<file path="config.mk">
export PLATFORM = sky130hd
export DESIGN_NAME = coordinates_scan_flat
export DESIGN_NICKNAME = d
export VERILOG_FILES = /design/src/rtl/coordinates_scan_if.sv /design/src/rtl/coordinates_scan.sv /design/src/flat_wrapper.sv
export SDC_FILE = /design/constraint.sdc
export NUM_CORES = 1
export LEC_CHECK = 0
export CAP_MARGIN = 20
export CORE_MARGIN = 8
export CORE_UTILIZATION = 45
export DETAILED_ROUTE_END_ITERATION = 16
export GPL_TIMING_DRIVEN = 0
export HOLD_SLACK_MARGIN = 0.08
export PLACE_DENSITY = 0.69
export SLEW_MARGIN = 20
export SYNTH_ARGS = -nofsm -noshare
export SYNTH_HDL_FRONTEND = slang
export SYNTH_SLANG_ARGS = --single-unit
</file>
<file path="constraint.sdc">
create_clock -name clock -period 3.95 [get_ports clock]
set_input_delay 0.9875 -clock clock [delete_from_list [all_inputs] [get_ports clock]]
set_output_delay 0.9875 -clock clock [all_outputs]
set_load 0.02 [all_outputs]
</file>
<file path="src/rtl/coordinates_scan_if.sv">
// -----------------------------------------------------------------------------
// coordinates_scan_if
//
// Bundles the control handshake, the image-memory read port and the result
// bus of the coordinates stage.
//
//   slave  : the scan block (coordinates_scan)
//   master : the control unit / image memory / detection side
//
// Signals:
//   in_enable        level request from the control unit
//   out_mem_read     read strobe to the image memory
//   out_mem_address  pixel address, y*IMG_WIDTH + x
//   in_mem_readdata  pixel data, valid one cycle after the read strobe
//   out_done         results valid; held until in_enable falls
//   out_found        at least one foreground pixel seen
//   out_x_min/max    horizontal bounding box
//   out_y_min/max    vertical bounding box
//   out_count        number of foreground pixels
//   out_sum_x/y      coordinate sums (only with COORDINATES_SUM_EN)
// -----------------------------------------------------------------------------
`timescale 1ns/1ps

interface coordinates_scan_if #(
   parameter int ADDR_W = 19,
   parameter int X_W    = 10,
   parameter int Y_W    = 9,
   parameter int CNT_W  = 19,
   parameter int SUM_W  = 28
) ();

   logic              in_enable;
   logic              out_mem_read;
   logic [ADDR_W-1:0] out_mem_address;
   logic [7:0]        in_mem_readdata;
   logic              out_done;
   logic              out_found;
   logic [X_W-1:0]    out_x_min;
   logic [X_W-1:0]    out_x_max;
   logic [Y_W-1:0]    out_y_min;
   logic [Y_W-1:0]    out_y_max;
   logic [CNT_W-1:0]  out_count;
`ifdef COORDINATES_SUM_EN
   logic [SUM_W-1:0]  out_sum_x;
   logic [SUM_W-1:0]  out_sum_y;

   modport slave (
      input  in_enable, in_mem_readdata,
      output out_mem_read, out_mem_address, out_done, out_found,
             out_x_min, out_x_max, out_y_min, out_y_max, out_count,
             out_sum_x, out_sum_y
   );

   modport master (
      output in_enable, in_mem_readdata,
      input  out_mem_read, out_mem_address, out_done, out_found,
             out_x_min, out_x_max, out_y_min, out_y_max, out_count,
             out_sum_x, out_sum_y
   );
`else
   modport slave (
      input  in_enable, in_mem_readdata,
      output out_mem_read, out_mem_address, out_done, out_found,
             out_x_min, out_x_max, out_y_min, out_y_max, out_count
   );

   modport master (
      output in_enable, in_mem_readdata,
      input  out_mem_read, out_mem_address, out_done, out_found,
             out_x_min, out_x_max, out_y_min, out_y_max, out_count
   );
`endif

endinterface

</file>
<file path="src/rtl/coordinates_scan.sv">
// -----------------------------------------------------------------------------
// coordinates_scan
//
// Raster-scans a stored greyscale image and reduces every pixel whose value
// is >= THRESHOLD to a bounding box, a pixel count and (optionally) the sums
// of the x and y coordinates. Started by the control unit via in_enable,
// completion signalled on out_done.
//
// Ports:
//   clock  sole clock, rising edge
//   reset  synchronous, active-high
//   bus    coordinates_scan_if.slave (handshake, memory port, results)
//
// Optional feature macro: COORDINATES_SUM_EN
//   defined   -> out_sum_x / out_sum_y accumulators and ports exist
//   undefined -> sums absent; all other behaviour identical
// -----------------------------------------------------------------------------
`timescale 1ns/1ps

module coordinates_scan #(
   parameter int         IMG_WIDTH  = 640,
   parameter int         IMG_HEIGHT = 480,
   parameter int         ADDR_W     = 19,
   parameter int         X_W        = 10,
   parameter int         Y_W        = 9,
   parameter int         CNT_W      = 19,
   parameter int         SUM_W      = 28,
   parameter logic [7:0] THRESHOLD  = 8'd128
) (
   input logic            clock,
   input logic            reset,
   coordinates_scan_if.slave bus
);

   localparam logic [1:0] S_IDLE  = 2'd0;
   localparam logic [1:0] S_SCAN  = 2'd1;
   localparam logic [1:0] S_DRAIN = 2'd2;
   localparam logic [1:0] S_DONE  = 2'd3;

   localparam logic [ADDR_W-1:0] LAST_ADDR = ADDR_W'(IMG_WIDTH * IMG_HEIGHT - 1);
   localparam logic [X_W-1:0]    LAST_X    = X_W'(IMG_WIDTH - 1);

   logic [1:0]        state;
   logic              mem_read;
   logic [ADDR_W-1:0] mem_address;
   logic [X_W-1:0]    x;
   logic [Y_W-1:0]    y;

   // Issued coordinate delayed one cycle so it lines up with the read data.
   logic              pipe_valid;
   logic [X_W-1:0]    pipe_x;
   logic [Y_W-1:0]    pipe_y;

   logic              done;
   logic              found;
   logic [X_W-1:0]    x_min;
   logic [X_W-1:0]    x_max;
   logic [Y_W-1:0]    y_min;
   logic [Y_W-1:0]    y_max;
   logic [CNT_W-1:0]  count;
`ifdef COORDINATES_SUM_EN
   logic [SUM_W-1:0]  sum_x;
   logic [SUM_W-1:0]  sum_y;
`endif

   logic start;
   logic foreground;

   // NOTE: every signal assigned in always_comb gets a default first so no
   // path through the block leaves it unassigned and a latch is inferred.
   always_comb begin
      start      = 1'b0;
      foreground = 1'b0;
      if (state == S_IDLE && bus.in_enable)
         start = 1'b1;
      // Only pixels returning while the scan is live are accumulated; a
      // stale pipeline entry left by an abort lands in IDLE and is ignored.
      if (pipe_valid && (state == S_SCAN || state == S_DRAIN) &&
          bus.in_mem_readdata >= THRESHOLD)
         foreground = 1'b1;
   end

   // Control FSM and address generation. The address is a running counter
   // kept in step with (x,y), so no multiplier is needed.
   // NOTE: sequential state uses non-blocking assignments so every register
   // samples the pre-edge values of the others, independent of block order.
   always_ff @(posedge clock) begin
      if (reset) begin
         state       <= S_IDLE;
         mem_read    <= 1'b0;
         mem_address <= '0;
         x           <= '0;
         y           <= '0;
         done        <= 1'b0;
      end else begin
         case (state)
            S_IDLE: begin
               if (bus.in_enable) begin
                  state       <= S_SCAN;
                  mem_read    <= 1'b1;
                  mem_address <= '0;
                  x           <= '0;
                  y           <= '0;
               end
            end
            S_SCAN: begin
               if (!bus.in_enable) begin
                  state       <= S_IDLE;
                  mem_read    <= 1'b0;
                  mem_address <= '0;
                  x           <= '0;
                  y           <= '0;
               end else if (mem_address == LAST_ADDR) begin
                  state    <= S_DRAIN;
                  mem_read <= 1'b0;
               end else begin
                  mem_address <= mem_address + ADDR_W'(1);
                  if (x == LAST_X) begin
                     x <= '0;
                     y <= y + Y_W'(1);
                  end else begin
                     x <= x + X_W'(1);
                  end
               end
            end
            S_DRAIN: begin
               // Last pixel is accumulated on this same edge.
               if (!bus.in_enable) begin
                  state <= S_IDLE;
               end else begin
                  state <= S_DONE;
                  done  <= 1'b1;
               end
            end
            S_DONE: begin
               // Holding in_enable high keeps the block here; no restart.
               if (!bus.in_enable) begin
                  state <= S_IDLE;
                  done  <= 1'b0;
               end
            end
            default: begin
               state    <= S_IDLE;
               mem_read <= 1'b0;
               done     <= 1'b0;
            end
         endcase
      end
   end

   always_ff @(posedge clock) begin
      if (reset) begin
         pipe_valid <= 1'b0;
         pipe_x     <= '0;
         pipe_y     <= '0;
      end else begin
         pipe_valid <= mem_read;
         pipe_x     <= x;
         pipe_y     <= y;
      end
   end

   // Result accumulators. A start clears everything, which also discards
   // any partial results left behind by an aborted scan and leaves an empty
   // frame with an all-zero box.
   always_ff @(posedge clock) begin
      if (reset || start) begin
         found <= 1'b0;
         x_min <= '0;
         x_max <= '0;
         y_min <= '0;
         y_max <= '0;
         count <= '0;
`ifdef COORDINATES_SUM_EN
         sum_x <= '0;
         sum_y <= '0;
`endif
      end else if (foreground) begin
         count <= count + CNT_W'(1);
         found <= 1'b1;
`ifdef COORDINATES_SUM_EN
         sum_x <= sum_x + SUM_W'(pipe_x);
         sum_y <= sum_y + SUM_W'(pipe_y);
`endif
         if (!found) begin
            x_min <= pipe_x;
            x_max <= pipe_x;
            y_min <= pipe_y;
            y_max <= pipe_y;
         end else begin
            if (pipe_x < x_min) x_min <= pipe_x;
            if (pipe_x > x_max) x_max <= pipe_x;
            if (pipe_y < y_min) y_min <= pipe_y;
            if (pipe_y > y_max) y_max <= pipe_y;
         end
      end
   end

   assign bus.out_mem_read    = mem_read;
   assign bus.out_mem_address = mem_address;
   assign bus.out_done        = done;
   assign bus.out_found       = found;
   assign bus.out_x_min       = x_min;
   assign bus.out_x_max       = x_max;
   assign bus.out_y_min       = y_min;
   assign bus.out_y_max       = y_max;
   assign bus.out_count       = count;
`ifdef COORDINATES_SUM_EN
   assign bus.out_sum_x       = sum_x;
   assign bus.out_sum_y       = sum_y;
`endif

endmodule

</file>
<file path="src/flat_wrapper.sv">
// flat-port wrapper written by rule: the top's interface ports become plain ports
module coordinates_scan_flat 
#(
   parameter int         IMG_WIDTH  = 640,
   parameter int         IMG_HEIGHT = 480,
   parameter int         ADDR_W     = 19,
   parameter int         X_W        = 10,
   parameter int         Y_W        = 9,
   parameter int         CNT_W      = 19,
   parameter int         SUM_W      = 28,
   parameter logic [7:0] THRESHOLD  = 8'd128
)
  (clock, reset, bus_in_enable, bus_in_mem_readdata, bus_out_mem_read, bus_out_mem_address, bus_out_done, bus_out_found, bus_out_x_min, bus_out_x_max, bus_out_y_min, bus_out_y_max, bus_out_count);
  coordinates_scan_if #(.ADDR_W(ADDR_W), .X_W(X_W), .Y_W(Y_W), .CNT_W(CNT_W), .SUM_W(SUM_W)) bus_i ();
  input logic clock;
  input logic reset;
  input wire logic [$bits(bus_i.in_enable)-1:0] bus_in_enable;
  input wire logic [$bits(bus_i.in_mem_readdata)-1:0] bus_in_mem_readdata;
  output wire logic [$bits(bus_i.out_mem_read)-1:0] bus_out_mem_read;
  output wire logic [$bits(bus_i.out_mem_address)-1:0] bus_out_mem_address;
  output wire logic [$bits(bus_i.out_done)-1:0] bus_out_done;
  output wire logic [$bits(bus_i.out_found)-1:0] bus_out_found;
  output wire logic [$bits(bus_i.out_x_min)-1:0] bus_out_x_min;
  output wire logic [$bits(bus_i.out_x_max)-1:0] bus_out_x_max;
  output wire logic [$bits(bus_i.out_y_min)-1:0] bus_out_y_min;
  output wire logic [$bits(bus_i.out_y_max)-1:0] bus_out_y_max;
  output wire logic [$bits(bus_i.out_count)-1:0] bus_out_count;
  assign bus_i.in_enable = bus_in_enable;
  assign bus_i.in_mem_readdata = bus_in_mem_readdata;
  assign bus_out_mem_read = bus_i.out_mem_read;
  assign bus_out_mem_address = bus_i.out_mem_address;
  assign bus_out_done = bus_i.out_done;
  assign bus_out_found = bus_i.out_found;
  assign bus_out_x_min = bus_i.out_x_min;
  assign bus_out_x_max = bus_i.out_x_max;
  assign bus_out_y_min = bus_i.out_y_min;
  assign bus_out_y_max = bus_i.out_y_max;
  assign bus_out_count = bus_i.out_count;
  coordinates_scan #(.IMG_WIDTH(IMG_WIDTH), .IMG_HEIGHT(IMG_HEIGHT), .ADDR_W(ADDR_W), .X_W(X_W), .Y_W(Y_W), .CNT_W(CNT_W), .SUM_W(SUM_W), .THRESHOLD(THRESHOLD)) u_core (.clock(clock), .reset(reset), .bus(bus_i));
endmodule
</file>
# Yosys cells after proc, flatten, opt, wreduce, memory -nomap -nowiden
# Cells that the tools add are included.
dict set report op_classes {
  n_addsub 4
  magnitude_cmp 5
  n_eq_ne 15
  mux 36
  n_reduce_logical 17
}
# operator n
set ops {}
lappend ops {{10-bit 2-to-1 mux} 8}
lappend ops {{9-bit 2-to-1 mux} 8}
lappend ops {{19-bit 2-to-1 mux} 3}
lappend ops {{19-bit by 1-bit adder with 19-bit output, second input constant} 2}
lappend ops {{19-bit one-hot mux with 2 select lines} 1}
lappend ops {{10-bit one-hot mux with 2 select lines} 1}
lappend ops {{19-bit equality test, second input constant} 1}
lappend ops {{9-bit one-hot mux with 2 select lines} 1}
lappend ops {{2-bit != test, second input constant} 7}
lappend ops {{3-bit AND reduction} 4}
lappend ops {{10-bit by 1-bit adder with 10-bit output, second input constant} 1}
lappend ops {{10-bit equality test, second input constant} 1}
lappend ops {{10-bit > comparator} 1}
lappend ops {{10-bit < comparator} 1}
lappend ops {{2-bit 2-to-1 mux} 5}
lappend ops {{9-bit by 1-bit adder with 9-bit output, second input constant} 1}
lappend ops {{9-bit > comparator} 1}
lappend ops {{9-bit < comparator} 1}
lappend ops {{3-bit != test, second input constant} 3}
lappend ops {{8-bit >= comparator, second input constant} 1}
lappend ops {{2-bit one-hot mux with 4 select lines} 1}
lappend ops {{2-bit AND reduction} 4}
lappend ops {{1-bit 2-to-1 mux} 6}
lappend ops {{2-bit equality test, second input constant} 2}
lappend ops {{other kinds (7)} 12}
dict set report word_totals {
  ff_bits 120
  out_inout_bits 79
  word_cells 92
}

# Depth between registers and ports, before layout
# Gate-level depths: netlist of run 1.
dict set report depth {
  depth_word 6
  mapped_depth 9
  mapped_depth_nobuf 8
}

# Worst setup path before layout of run 1
# OpenSTA, ideal clock, no wires.
dict set report synth_timing {
  path_type {input port to flip-flop}
  startpoint {input bus_in_mem_readdata[7]}
  endpoint {register u_core.count[14] (netlist: u_core.bus.out_count[14])}
  setup_time_ns 0.128
  arrival_ns 2.108
  slack_ns 1.715
  cell_stages 6
  path_buffers 0
  cell_sequence {nand4_1 nor3_1 and4_1 nand3_1 xor2_1 nor2_1}
}
dict set report synth_between {
  elab_chain_cells 3
}
# item line
set synth_rtl {}
lappend synth_rtl {{from (decl)} flat_wrapper.sv:18} ;# input wire logic [$bits(bus_i.in_mem_readdata)-1:0] bus_in_mem_readdata;
lappend synth_rtl {{8-bit >= comparator} coordinates_scan.sv:79} ;# bus.in_mem_readdata >= THRESHOLD)
lappend synth_rtl {{1-bit logical AND} coordinates_scan.sv:78} ;# if (pipe_valid && (state == S_SCAN || state == S_DRAIN) &&
lappend synth_rtl {{1-bit 2-to-1 mux} coordinates_scan.sv:78}
lappend synth_rtl {{to (signal assigned)} coordinates_scan.sv:179} ;# count <= count + CNT_W'(1);
lappend synth_rtl {{to (decl)} coordinates_scan.sv:60} ;# logic [CNT_W-1:0] count;
# Every way passes these cells.
# A chain may end at the register's enable or synchronous reset.

# Worst setup path in the final report of run 1
dict set report layout_timing {
  startpoint {input bus_in_enable}
  endpoint {register u_core.x_min[6] (netlist: u_core.bus.out_x_min[6])}
}
dict set report layout_between {
  elab_chain_cells 3
}
# item line
set layout_rtl {}
lappend layout_rtl {{from (decl)} flat_wrapper.sv:17} ;# input wire logic [$bits(bus_i.in_enable)-1:0] bus_in_enable;
lappend layout_rtl {{1-bit logical AND} coordinates_scan.sv:74} ;# if (state == S_IDLE && bus.in_enable)
lappend layout_rtl {{1-bit 2-to-1 mux} coordinates_scan.sv:74}
lappend layout_rtl {{1-bit logical OR} coordinates_scan.sv:167} ;# if (reset || start) begin
lappend layout_rtl {{to (signal assigned)} coordinates_scan.sv:186} ;# x_min <= pipe_x;
lappend layout_rtl {{to (signal assigned)} coordinates_scan.sv:191} ;# if (pipe_x < x_min) x_min <= pipe_x;
lappend layout_rtl {{to (decl)} coordinates_scan.sv:56} ;# logic [X_W-1:0] x_min;
# Every way passes these cells.

==> impl_metrics.py, run 1 <==
metrics = {
    "logic_synthesis": {
        "avgSynthCellArea_um2": 8.62,
        "synth_compound_area_share_pct": 12.0,
        "synth_top_family_by_area": "simple AND/OR/NAND/NOR gates",
        "postSynth.asyncResetShare_pct": 0,
        "ys_ff_latch": 120,
        "syn_nets": 721,
        "yosys_most_used_dff": "dfxtp_1",
        "synth_xor_area_share_pct": 5.34,
        "syn_inst": 666,
        "yosysWarnings": 0,
        "muxShareOfSynthArea_pct": 3.69,
        "synth_fa_ha_area_share_pct": 9.59,
        "synth_simple_gate_area_share_pct": 22.5,
        "yosysSeqAreaShare_pct": 41.9,
        "syn_area_um2": 5740,
        "synth_edf_count": 0,
        "ys_types": 50,
    },
    "critical_path": {
        "startpoint": "bus_in_enable",
        "crit_path_end_kind": "register",
        "r2r_cells": 8,
        "critPathKind": "input port to register",
        "start_kind": "input port",
        "r2r_start": "u_core.bus.out_mem_address[0]$_SDFFE_PP0P_",
        "crit_required_ns": 4.27,
        "cp_max_fo": 10,
        "r2r_end": "u_core.x[9]$_SDFFE_PP0P_",
        "r2r_slack_ns": 1.40,
        "critical_path_arrival_ns": 3.26,
    },
    "floorplan": {
        "num_io_pins": 90,
        "dieArea_um2": 16600,
        "chipWidth_um": 129,
        "core-area_um2": 12500,
        "rows": 41,
        "die_y_um": 129,
        "floorplan.initialDensity_pct": 45.8,
    },
    "clocking": {
        "clk_path_buf_depth": 2,
        "cts_setup_buffers": 0,
        "clk_root_buffer_cell": "clkbuf_16",
        "clock_latency_ns": 0.41,
        "cts.sinks": 120,
        "cts-hold-fix-buffers": 0,
        "cts-resized-gates": 0,
        "cts_tree": "built",
        "numCtsBuffers": 17,
        "cts.clk_slew.worst_paths_ns": 0.05,
        "cts.htree.levels": 4,
    },
    "grt": {
        "grt_pass1_vias": 5006,
        "grt_max_degree": 17,
        "overflow": 0,
        "grt_antenna_before_repair": 0,
        "grt_pass1_wl_um": 24000,
        "grt.total_usage_pct": 18.0,
    },
    "hold_path": {
        "hold_path_depth": 2,
        "min_from": "u_core.bus.out_y_min[5]$_SDFFE_PP0P_",
        "min_to": "u_core.bus.out_y_min[5]$_SDFFE_PP0P_",
        "worstHoldPathType": "register to register",
    },
    "detailed_routing": {
        "firstDrtPassIters": 5,
        "drc": 0,
        "routedWlPerCell_um": 15.2,
        "viasPerCell": 5.30,
        "drt-initial-drc-count": 301,
        "vias": 5050,
        "wl_um": 14400,
        "ant_nets": 0,
    },
    "power": {
        "p_clk_share_pct": 52.1,
        "combPwrFrac_pct": 6.2,
        "switching_share_pct": 22.4,
        "p_sw_mw": 0.660,
        "cell_internal_pwr_mw": 2.29,
        "leakagePower_nw": 2.66,
        "power_frac_seq_pct": 41.7,
        "powerDensity_nw_per_um2": 401,
        "peakVddDrop_mv": 0.230,
    },
    "sta": {
        "tns_ns": 0,
        "finClkSkew_ns": 0.00784,
        "finalSetupViolations": 0,
        "fmax_mhz": 341,
        "finalHoldViolCount": 0,
        "fin_crit_ns": 2.94,
        "drv_slew": 0,
        "rsz0062_at_grt": "no",
        "tightest_slew_ns": 0.723,
        "finalCritPeriodShare_pct": 74.3,
        "slew_headroom_pct": 51.8,
    },
    "cells_and_area": {
        "regArea_um2": 2400,
        "area_growth_syn_to_layout_pct": 28.3,
        "drive_above_1_share_pct": 4.62,
        "n_antenna_cell": 0,
        "nets": 822,
        "fillers": 1113,
        "fin_cells": 952,
        "multiInputGateArea_um2": 3050,
    },
    "flow_run": {
        "max_cap_viol_count": 0,
    },
    "outcome": {
        "status": "finished clean",
    },
    "placed_design": {
        "placed_cells": 920,
        "gp_congestion": 0.882,
        "hpwlAfterDp_um": 10900,
        "port-buffer-count": 82,
    },
}
[stage by stage]
stage	cell area [um2]	hold WS, ns	util [%]	setup slack (ns)	power (mW)
6_report	7360	0.472	58.8	1.01	2.95
5_1_grt	7360	0.495	58.8	0.833	3.06
4_1_cts	7360	0.477	58.8	0.990	2.97
3_5_place_dp	6770	0.470	54.1	0.647	1.44
3_3_place_gp	6770	0.464	54.1	0.677	1.43
2_1_floorplan	5740	0.458	-	1.71	1.37
[flip-flops by register name, indices dropped and copies added (netlist names), 10 cells and up]
register                    flops
u_core.bus.out_x_min           10
u_core.pipe_x                  10
u_core.bus.out_count           19
u_core.bus.out_x_max           10
u_core.x                       10
u_core.bus.out_mem_address     19
[cells by family after synthesis]
kind of cell	after synthesis
multiplexers	21
flip-flops	120
AND/OR/NAND/NOR	264
AO/OA/AOI/OAI	108
buffers and inverters	74
XOR/XNOR	35
adder cells (fa/ha/maj)	44
[placed cells by master (no fill, tap or decap), drive strengths merged, types with 17 or more instances in the layout]
master | Yosys | routed
nor2 | 61 | 61
nor2b | 22 | 22
xor2 | 22 | 22
ha | 44 | 44
clkdlybuf4s50 | 0 | 82
mux2i | 20 | 20
a21oi | 32 | 32
dfxtp | 120 | 120
inv | 44 | 44
o31ai | 19 | 19
clkbuf | 24 | 47
nand3 | 45 | 45
nand2 | 69 | 69
o21ai | 24 | 24
nand4 | 17 | 17
[cell usage after synthesis, drive strengths merged (19+ instances only)]
master  number  share of area [%]
dfxtp      120                 42
nand2       69                4.6
nor2        61                4.0
nand3       45                3.9
ha          44                9.6
inv         44                2.9
a21oi       32                2.8
clkbuf      24                1.6
o21ai       24                2.1
nor2b       22                2.4
xor2        22                3.4
mux2i       20                3.5
o31ai       19                2.5
[critical path, cell delays in order]
cell,delay (ns)
clkdlybuf4s50_1,0.47
clkbuf_1,0.25
a21oi_1,0.38
clkbuf_1,0.48
buf_1,0.44
nand3_1,0.16
o31ai_1,0.09
[power groups by stage]
stage	clock network [mW]	registers, mW	logic [mW]
global route	1.62	1.23	0.203
floorplan	0	1.26	0.117
global placement	0	1.26	0.179
finish	1.54	1.23	0.183
CTS	1.56	1.23	0.184
detailed placement	0	1.26	0.183
[worst max-delay path by stage]
stage                                                       end  slack [ns]
final                      u_core.bus.out_x_min[6]$_SDFFE_PP0P_        1.01
after global routing       u_core.bus.out_x_max[6]$_SDFFE_PP0P_        0.83
after CTS                  u_core.bus.out_x_min[6]$_SDFFE_PP0P_        0.99
after detailed placement   u_core.bus.out_x_max[3]$_SDFFE_PP0P_        0.65
after global placement     u_core.bus.out_x_max[3]$_SDFFE_PP0P_        0.68
after floorplan           u_core.bus.out_count[14]$_SDFFE_PP0P_        1.71
[metal layers]
layer	routed length, um	vias to the layer above	track usage (%)
li1	-	2527	-
met1	6490	2360	20.9
met2	6840	144	30.2
met3	862	19	4.88
met4	240	0	8.22
met5	0	-	0
[cell type report]
cell class	instances	share of cell area [%]
multi-input cells	472	41.5
inverters	44	2.24
flip-flops and latches	120	32.6
well taps	172	2.92
clock inverters	9	1.66
plain buffers	30	1.60
repair buffers	82	11.1
clock buffers	23	6.35
No activity file was read; power rests on OpenSTA's default activity.
==> inputs of run 2 (changes only) <==
- PLACE_DENSITY: 0.69 -> 0.71
- clock period: 3.95 -> 2.7 ns (I/O delays scaled with it)
==> impl_metrics.py, run 2 (synthesis results as in run 1) <==
metrics = {
    "outcome": {
        "status": "finished clean",
    },
    "critical_path": {
        "r2r_start": "u_core.bus.out_mem_address[0]$_SDFFE_PP0P_",
        "crit_chain": "clkdlybuf4s50_1, clkbuf_1, a21o_1, clkbuf_1, buf_1, a21oi_1",
        "critPathKind": "input port to register",
        "crit_path_end_kind": "register",
        "max_stage_delay_ns": 0.57,
        "crit_path_frequent_cell": "clkbuf_1",
        "r2r_slack_ns": 0.17,
        "cp_max_fo": 10,
        "slowest_stage": "clkdlybuf4s50_1",
        "critical_path_arrival_ns": 2.82,
        "r2r_cells": 8,
        "start_kind": "input port",
        "crit_required_ns": 2.98,
        "r2r_end": "u_core.x[9]$_SDFFE_PP0P_",
    },
    "power": {
        "peakVddDrop_mv": 0.457,
        "powerDensity_nw_per_um2": 605,
        "leakagePower_nw": 2.68,
    },
    "floorplan": {
        "die_y_um": 129,
        "floorplan.initialDensity_pct": 45.8,
        "dieArea_um2": 16600,
        "rows": 41,
        "chipWidth_um": 129,
        "core-area_um2": 12500,
        "num_io_pins": 90,
    },
    "sta": {
        "finalHoldViolCount": 0,
        "finalCritPeriodShare_pct": 94.1,
        "drv_slew": 0,
        "finalSetupViolations": 0,
        "fin_crit_ns": 2.54,
        "finClkSkew_ns": 0.00488,
        "tns_ns": 0,
        "rsz0062_at_grt": "no",
        "slew_headroom_pct": 51.0,
        "fmax_mhz": 394,
        "tightest_slew_ns": 0.735,
    },
    "grt": {
        "overflow": 0,
        "grt.total_usage_pct": 18.2,
        "grt_max_degree": 17,
        "grt_antenna_before_repair": 0,
        "grt_pass1_wl_um": 24100,
        "grt_pass1_vias": 5003,
    },
    "detailed_routing": {
        "firstDrtPassIters": 5,
        "routedWlPerCell_um": 15.4,
        "drt-initial-drc-count": 422,
        "viasPerCell": 5.37,
        "vias": 5111,
        "ant_nets": 0,
        "wl_um": 14700,
        "drc": 0,
    },
    "cells_and_area": {
        "n_antenna_cell": 0,
        "final_common_cell": "dfxtp_1",
        "fillers": 1142,
        "area_growth_syn_to_layout_pct": 29.1,
        "nets": 822,
        "final_cell_mix": "dfxtp_1, clkdlybuf4s50_1, nand2_1",
        "final_area_um2": 7410,
        "regArea_um2": 2400,
        "multiInputGateArea_um2": 3060,
        "drive_above_1_share_pct": 5.01,
    },
    "clocking": {
        "cts_tree": "built",
        "clk_root_buffer_cell": "clkbuf_16",
        "clk_path_buf_depth": 2,
        "numCtsBuffers": 17,
        "cts.sinks": 120,
        "cts.clk_slew.worst_paths_ns": 0.05,
        "clock_latency_ns": 0.42,
        "cts-hold-fix-buffers": 0,
        "cts.htree.levels": 4,
    },
    "placed_design": {
        "gp_congestion": 0.899,
        "port-buffer-count": 82,
        "placed_area_um2": 6770,
        "hpwlAfterDp_um": 10900,
    },
    "hold_path": {
        "hold_path_depth": 2,
        "min_from": "u_core.bus.out_y_min[7]$_SDFFE_PP0P_",
        "worstHoldPathType": "register to register",
        "min_to": "u_core.bus.out_y_min[7]$_SDFFE_PP0P_",
    },
    "flow_run": {
        "max_cap_viol_count": 0,
    },
}
[run 2: cell count changes in the layout (fill, tap and decap cells not counted)]
cell and change:
clkinv_2 -2, clkbuf_1 -3, clkbuf_8 +2, bufinv_16 +1
clkbuf_2 +1, mux2i_2 +1, mux2i_1 -1
[run 2: worst max-delay path by stage]
stage | start | to | slack [ns]
after floorplan | u_core.bus.out_mem_address[0]$_SDFFE_PP0P_ | u_core.state[1]$_SDFFE_PP0P_ | 0.49
after global placement | bus_in_enable | u_core.bus.out_x_max[3]$_SDFFE_PP0P_ | -0.26
after detailed placement | bus_in_enable | u_core.bus.out_x_min[6]$_SDFFE_PP0P_ | -0.29
after CTS | bus_in_enable | u_core.bus.out_x_min[5]$_SDFFE_PP0P_ | 0.11
after global routing | bus_in_enable | u_core.bus.out_count[9]$_SDFFE_PP0P_ | 0.03
final | bus_in_enable | u_core.bus.out_count[9]$_SDFFE_PP0P_ | 0.16
[run 2: cell type report]
type	instances	area share [%]
sequential	120	32.4
inverter	44	2.23
timing repair buffer	82	11.1
clock inverter	8	1.93
multi-input combinational	472	41.3
clock buffer	23	6.59
buffer	30	1.60
tap	172	2.90
[run 2: through the flow]
step / utilization (%) / hold slack [ns] / power, mW / setup WS (ns) / std cells
floorplan: - / 0.458 / 2.01 / 0.495 / 666
global placement: 54.1 / 0.463 / 2.10 / -0.264 / 920
detailed placement: 54.1 / 0.471 / 2.10 / -0.294 / 920
CTS: 59.2 / 0.478 / 4.50 / 0.112 / 951
global route: 59.2 / 0.496 / 4.62 / 0.0287 / 951
finish: 59.2 / 0.478 / 4.48 / 0.160 / 951
[run 2: worst max-delay path, delay by kind of cell]
family          cells  cell delay (ns)
compound gates      2             0.34
buf+inv             4             1.79
[run 2: power by group]
part	leakage [nW]	total [mW]	internal, mW	switching, mW
combinational	1.41	0.273	0.0765	0.196
sequential	0.967	1.80	1.79	0.0152
clock	0.309	2.41	1.63	0.779
total	2.68	4.48	3.49	0.991
[run 2: routing by layer]
metal  up-vias  wire length, um  GRT usage (%)
li1       2522                -              -
met1      2397             6460           21.5
met2       168             6880           29.4
met3        24             1060           5.83
met4         0              281           8.71
met5         -                0              0
[run 2: what timing repair did]
item / CTS / global route
buffers inserted: 0 / 0
resized for setup: 0 / 3
endpoints found under the setup margin: 0 / 13
